File: config.mk
export PLATFORM = sky130hd
export DESIGN_NAME = ctrl_pipe_reg_flat
export DESIGN_NICKNAME = d
export VERILOG_FILES = /design/src/rtl/ctrl_pipe_reg_if.sv /design/src/rtl/ctrl_pipe_reg.sv /design/src/flat_wrapper.sv
export SDC_FILE = /design/constraint.sdc
export NUM_CORES = 1
export LEC_CHECK = 0
export CELL_PAD_IN_SITES_DETAIL_PLACEMENT = 2
export CELL_PAD_IN_SITES_GLOBAL_PLACEMENT = 2
export CORE_MARGIN = 2
export CORE_UTILIZATION = 29
export CTS_CLUSTER_DIAMETER = 80
export CTS_CLUSTER_SIZE = 10
export DETAILED_ROUTE_END_ITERATION = 10
export GPL_ROUTABILITY_DRIVEN = 0
export PLACE_DENSITY_LB_ADDON = 0.1
export SYNTH_ARGS = -nofsm -noshare
export SYNTH_HDL_FRONTEND = slang
export SYNTH_SLANG_ARGS = --single-unit
File: constraint.sdc
create_clock -name clk -period 2.75 [get_ports clk]
set_input_delay 0.6875 -clock clk [delete_from_list [all_inputs] [get_ports clk]]
set_output_delay 0.6875 -clock clk [all_outputs]
set_load 0.05 [all_outputs]
File: src/rtl/ctrl_pipe_reg_if.sv
// Control-bundle pipeline bus: upstream word/valid, per-stage stall/flush,
// and the per-stage contents exposed downstream.
//   ctrl_in/valid_in : control word and its valid from decode
//   stall/flush      : per-stage hold and kill requests (bit i = stage i)
//   in_ready         : stage 0 accepts ctrl_in this cycle
//   ctrl_out         : stage i occupies bits [i*WIDTH +: WIDTH]
//   valid_out        : valid bit of each stage
interface ctrl_pipe_reg_if #(
    parameter int unsigned WIDTH  = 16,
    parameter int unsigned STAGES = 3
);
    logic [WIDTH-1:0]        ctrl_in;
    logic                    valid_in;
    logic [STAGES-1:0]       stall;
    logic [STAGES-1:0]       flush;
    logic                    in_ready;
    logic [STAGES*WIDTH-1:0] ctrl_out;
    logic [STAGES-1:0]       valid_out;

    modport master (
        output ctrl_in, valid_in, stall, flush,
        input  in_ready, ctrl_out, valid_out
    );

    modport slave (
        input  ctrl_in, valid_in, stall, flush,
        output in_ready, ctrl_out, valid_out
    );
endinterface

File: src/rtl/ctrl_pipe_reg.sv
// Multi-stage pipeline register for a control word with per-stage valid,
// stall (propagating upstream) and flush, bubble insertion below a stalled
// stage, and a saturating bubble counter at the last stage.
//   clk, reset : clock and synchronous active-high reset
//   bus        : control pipeline bus (slave side)
//   cnt_clr    : clears the bubble counter
//   bubble_cnt : saturating count of cycles with the last stage invalid
module ctrl_pipe_reg #(
    parameter int unsigned             WIDTH     = 16,
    parameter int unsigned             STAGES    = 3,
    parameter logic [WIDTH-1:0]        RESET_VAL = '0,
    parameter int unsigned             CNT_W     = 16
) (
    input  logic             clk,
    input  logic             reset,
    ctrl_pipe_reg_if.slave   bus,
    input  logic             cnt_clr,
    output logic [CNT_W-1:0] bubble_cnt
);

    logic [STAGES-1:0] w_hold;
    logic [STAGES-1:0] w_src_valid;
    logic [WIDTH-1:0]  w_src_ctrl [STAGES];

    logic [STAGES-1:0] r_valid;
    logic [WIDTH-1:0]  r_ctrl [STAGES];
    logic [CNT_W-1:0]  r_bubble_cnt;

    // Effective hold: a stage holds if it or any stage below it stalls
    always_comb begin
        w_hold = '0;
        for (int i = 0; i < int'(STAGES); i++) begin
            w_hold[i] = |(bus.stall >> i);
        end
    end

    assign bus.in_ready = ~w_hold[0];

    // Load source per stage; an upstream stage held by its own stall
    // presents an invalid entry so the advancing stage takes a bubble
    for (genvar gi = 0; gi < int'(STAGES); gi++) begin : g_src
        if (gi == 0) begin : g_first
            assign w_src_valid[gi] = bus.valid_in;
            assign w_src_ctrl[gi]  = bus.ctrl_in;
        end else begin : g_next
            assign w_src_valid[gi] = r_valid[gi-1] & ~w_hold[gi-1];
            assign w_src_ctrl[gi]  = r_ctrl[gi-1];
        end
        assign bus.ctrl_out[gi*WIDTH +: WIDTH] = r_ctrl[gi];
    end

    // Stage registers: reset > flush > hold > load (invalid loads gated)
    always_ff @(posedge clk) begin
        for (int i = 0; i < int'(STAGES); i++) begin
            if (reset || bus.flush[i]) begin
                r_valid[i] <= 1'b0;
                r_ctrl[i]  <= RESET_VAL;
            end else if (!w_hold[i]) begin
                r_valid[i] <= w_src_valid[i];
                r_ctrl[i]  <= w_src_valid[i] ? w_src_ctrl[i] : RESET_VAL;
            end
        end
    end

    assign bus.valid_out = r_valid;

    // Saturating bubble counter on the last stage
    always_ff @(posedge clk) begin
        if (reset || cnt_clr) begin
            r_bubble_cnt <= '0;
        end else if (!r_valid[STAGES-1] && (r_bubble_cnt != {CNT_W{1'b1}})) begin
            r_bubble_cnt <= r_bubble_cnt + CNT_W'(1);
        end
    end

    assign bubble_cnt = r_bubble_cnt;

endmodule
File: src/flat_wrapper.sv
// flat-port wrapper written by rule: the top's interface ports become plain ports
module ctrl_pipe_reg_flat 
#(
    parameter int unsigned             WIDTH     = 16,
    parameter int unsigned             STAGES    = 3,
    parameter logic [WIDTH-1:0]        RESET_VAL = '0,
    parameter int unsigned             CNT_W     = 16
)
  (clk, reset, cnt_clr, bubble_cnt, bus_ctrl_in, bus_valid_in, bus_stall, bus_flush, bus_in_ready, bus_ctrl_out, bus_valid_out);
  ctrl_pipe_reg_if #(.WIDTH(WIDTH), .STAGES(STAGES)) bus_i ();
  input  logic clk;
  input  logic reset;
  input  logic cnt_clr;
  output logic [CNT_W-1:0] bubble_cnt;
  input wire logic [$bits(bus_i.ctrl_in)-1:0] bus_ctrl_in;
  input wire logic [$bits(bus_i.valid_in)-1:0] bus_valid_in;
  input wire logic [$bits(bus_i.stall)-1:0] bus_stall;
  input wire logic [$bits(bus_i.flush)-1:0] bus_flush;
  output wire logic [$bits(bus_i.in_ready)-1:0] bus_in_ready;
  output wire logic [$bits(bus_i.ctrl_out)-1:0] bus_ctrl_out;
  output wire logic [$bits(bus_i.valid_out)-1:0] bus_valid_out;
  assign bus_i.ctrl_in = bus_ctrl_in;
  assign bus_i.valid_in = bus_valid_in;
  assign bus_i.stall = bus_stall;
  assign bus_i.flush = bus_flush;
  assign bus_in_ready = bus_i.in_ready;
  assign bus_ctrl_out = bus_i.ctrl_out;
  assign bus_valid_out = bus_i.valid_out;
  ctrl_pipe_reg #(.WIDTH(WIDTH), .STAGES(STAGES), .RESET_VAL(RESET_VAL), .CNT_W(CNT_W)) u_core (.clk(clk), .reset(reset), .bus(bus_i), .cnt_clr(cnt_clr), .bubble_cnt(bubble_cnt));
endmodule
== After elaboration in Yosys (flattened, before gate mapping) ==
Memories as Yosys holds them, arrays and structs flattened.
Index checks and enable logic that the tools add are counted.
Widths: inputs -> output; s select.
Word-level totals
  memories: 1
  bits in registers: 19
  input port bits: 26
  output and inout port bits: 68
  word-level logic and storage cells: 43
  memory bits (writable): 48
Operators by class
  muxes and demuxes: 21
  add/sub/neg operators: 1
  reductions and logical operators: 8
  equality and inequality tests: 1
  bitwise gates (word level): 7
Memories
  u_core.r_ctrl: depth 3, width 16, rd ports 3, clocked after Yosys merged registers in 0, wr ports 3, line ctrl_pipe_reg.sv:26  | logic [WIDTH-1:0] r_ctrl [STAGES];
Operators with widths (number)
  $mux 16: 6
  $add 16x1->16 const B: 1
  $ne 16x16->1 const B: 1
  $mux 1: 15
  $logic_or 1x1->1: 4
  $or 1x1->1: 3
  $reduce_or 3->1: 1
  $and 1x1->1: 2
  $not 1->1: 2
  $reduce_or 2->1: 1
  $logic_and 1x1->1: 1
  $logic_not 1->1: 1

== Longest topological paths before layout ==
  depth after elaboration: 5
  mapped depth: 6
  gate-level depth less buffers: 5

== Worst setup path after synthesis ==
No wires, ideal clock.
  kind: input -> register
  start point: in bus_stall[2]
  end point: mem u_core.r_ctrl[0][0] (enable)
  library setup time: 0.376 ns
  stages on the path: 2
  path slack: 0.402 ns
  required time: 2.374 ns
  path buffers: 0
  arrival time: 1.973 ns
  cells stage by stage: nor3_2 > nand2b_1
RTL lines
  start: declaration: line flat_wrapper.sv:17  | input wire logic [$bits(bus_i.stall)-1:0] bus_stall;
  end: declaration: line ctrl_pipe_reg.sv:26

== Final worst setup path ==
  start point: in bus_stall[2]
  end point: out bus_in_ready
Between the ends
  cells in the longest elaborated chain, start to end: 2
RTL lines
  $reduce_or 3->1: line ctrl_pipe_reg.sv:33  | w_hold[i] = |(bus.stall >> i);
  $not 1->1: line ctrl_pipe_reg.sv:37  | assign bus.in_ready = ~w_hold[0];
  end: declaration: line flat_wrapper.sv:19  | output wire logic [$bits(bus_i.in_ready)-1:0] bus_in_ready;
Every way passes these cells.

==> summary.md <==
| Metric | Value |
|---|---|
| Status | finished, final reports clean |
| Antenna diodes | 0 |
| Post-synthesis sequential area ratio | 0.664 |
| Cells after synthesis | 217 |
| CTS hold repair buffers | 0 |
| Register area | 1820 um^2 |
| Switch share | 0.269 |
| Final hold viol count | 0 |
| Row count | 35 |
| Clk pwr share | 0.376 |
| Yosys warns | 0 |
| Die area | 10300 um^2 |
| Non-filler cells, final | 434 |
| Drt first-iter violations | 25 |
| CP Class | primary input to output port |
| Die W | 101 um |
| Post-synthesis cell type count | 37 |
| Power density over the cells | 554 nW/um^2 |
| #FFs+latches synth | 67 |
| Vias in the first global route | 2231 |
| CTS resizes | 0 |
| Leakage power | 1.46 nW |
| Hold WC Path Type | flip-flop to flip-flop |
| Antenna violations before repair | 0 |
| Max Fanout on Critical Path | 4 |
| Post-DR wirelength/cell | 16.0 um |
| DRT antenna net count | 0 |
| Internal | 1.63 mW |
| Synth top area share | 0.525 |
| DRT Pass-1 Iters | 4 |
| Worst skew pair latency | 0.35 ns |
| Logic gate share of total power | 0.120 |
| Fmax | 413 MHz |
| Post-Route WL | 6930 um |
| Wire length of the first global-routing pass | 11300 um |
| Switching power | 0.601 mW |
| Tot GR Track Use | 0.147 |
| Top cells by area, synth | edfxtp_1, dfxtp_1, and2_1 |
| Cell taking the most area after synthesis | edfxtp_1 |
| Flop pwr share | 0.505 |
| DRC | 0 |
| Peak supply drop | 231 uV |
| Max Slew Vio Count | 0 |
| Slew at the pin with the worst max-slew slack | 0.589 ns |
| Syn_nets | 244 |
| CTS Buf Count | 9 |
| Final Critical Period | 2.42 ns |
| Fillers | 947 |
| Setup TNS | 0 ns |
| DPL Wire Length | 5260 um |
| Commonest non-fill, non-tap cells in the layout | clkdlybuf4s50_1, and2_1, edfxtp_1, dfxtp_1 |
| Pin count of the biggest net entering global routing | 18 |
| Largest buffer count on any clock path | 2 |
| Crit start category | primary input |
| Vias per cell | 4.72 |
| Multi-input gate area | 875 um^2 |
| H-Tree Depth | 3 |
| Clk slew on worst S/H paths | 0.08 ns |
| Arr. time, crit path | 1.74 ns |
| Setup Skew | 0.0108 ns |
| Crit end category | output port |
| DP Cell Count | 418 |
| R2R Setup Slk | 0.96 ns |
| Starting density of the core | 0.298 |
| Core area | 9200 um^2 |
| Port Buffer Count | 93 |
| Final count of negative-setup-slack endpoints | 0 |
| Clock Sinks | 67 |
| Post-CTS setup buffer count | 0 |
| Area Overhead vs Synth | 47.0% |
| I/O pin cnt | 94 |
| Layout Nets | 345 |
| Most common cell after layout, fill and taps aside | clkdlybuf4s50_1 |
| CTS root buffer | clkbuf_8 |
| CP required | 2.06 ns |
| Max_cap viols | 0 |
| Via count | 2047 |
| Unrepaired setup endpoints after global routing | no |
| Die Y | 101 um |
| Syn Area/Cell | 12.6 um^2 |
| Share of layout cells above drive strength 1 | 0.102 |
| GR Overflow Total | 0 |
| Tcrit/Tclk final | 0.881 |
| Post-Syn Area | 2740 um^2 |
| TritonCTS clock tree | done |
| Worst slew margin | 0.605 |
-- area by class of cell --
| cell class | instances | area share |
|---|---|---|
| Multi-Input combinational cell | 137 | 0.217 |
| Sequential cell | 67 | 0.452 |
| Inverter | 5 | 0.00465 |
| Tap cell | 111 | 0.0344 |
| Clock buffer | 9 | 0.0307 |
| Clock inverter | 7 | 0.0189 |
| Timing Repair Buffer | 98 | 0.243 |
-- path summary, 6_finish.rpt --
path                                         from                                   end  cells after the start
max                                  bus_stall[2]                          bus_in_ready                      3
min          u_core.bus.valid_out[0]$_SDFFE_PP0N_  u_core.bus.valid_out[0]$_SDFFE_PP0N_                      2
max reg2reg    u_core.bubble_cnt[12]$_SDFFE_PP0P_     u_core.bubble_cnt[0]$_SDFFE_PP0P_                      5
min reg2reg  u_core.bus.valid_out[0]$_SDFFE_PP0N_  u_core.bus.valid_out[0]$_SDFFE_PP0N_                      2
-- cells in the mapped netlist, drive strengths merged --
master and number:
and3 4, or2 1, ha 1, o311ai 1, clkbuf 7, nand2b 1
a41oi 1, nand2 11, o21ba 1, nor2 7, or4 4, o41ai 1
and4 2, or3b 1, o211ai 1, nand3 2, mux2i 1, dfxtp 19
a21oi 11, and3b 1, inv 5, or3 4, o21ai 8, o31ai 6
nor3 6, nand4 5, edfxtp 48, nor4 2, and4b 2, buf 1
o21bai 3, and2 49
-- flip-flops by register name, summed over array words and instances, names as in the netlist --
signal                flops
u_core.r_ctrl            48
u_core.bubble_cnt        16
u_core.bus.valid_out      3
-- cell families after synthesis --
group	count (synthesis)	synth area share
AO/OA/AOI/OAI	33	0.0771
flip-flops	67	0.664
buffers and inverters	13	0.0192
multiplexers	1	0.00365
AND/OR/NAND/NOR	102	0.232
adder cells (fa/ha/maj)	1	0.00456
-- power groups by stage --
stage / logic [mW] / clock network [mW] / registers (mW)
CTS: 0.272 / 0.875 / 1.13
finish: 0.267 / 0.839 / 1.13
global route: 0.280 / 0.919 / 1.13
detailed placement: 0.270 / 0 / 1.15
global placement: 0.269 / 0 / 1.15
floorplan: 0.0241 / 0 / 1.27
-- through the flow --
step	power (mW)	utilization	worst slack, ns	hold slack [ns]	instance area [um^2]
finish	2.23	0.439	0.327	0.488	4030
floorplan	1.30	-	0.402	0.682	2740
detailed placement	1.42	0.417	0.331	0.482	3830
CTS	2.27	0.439	0.311	0.497	4030
global placement	1.42	0.417	0.371	0.470	3830
global route	2.33	0.439	0.240	0.538	4030
-- worst max-delay path, cell delays in order --
cell and delay, ns:
clkdlybuf4s50_1 0.50, nor3_2 0.37, buf_12 0.18
-- routing by layer --
metal	wire (um)	global-route usage	part of all wire
met5	0	0	0
met2	3690	0.264	0.53
met4	64	0.0437	0.0092
met3	528	0.0759	0.076
met1	2650	0.149	0.38
Power figures use the tool's default switching activity.
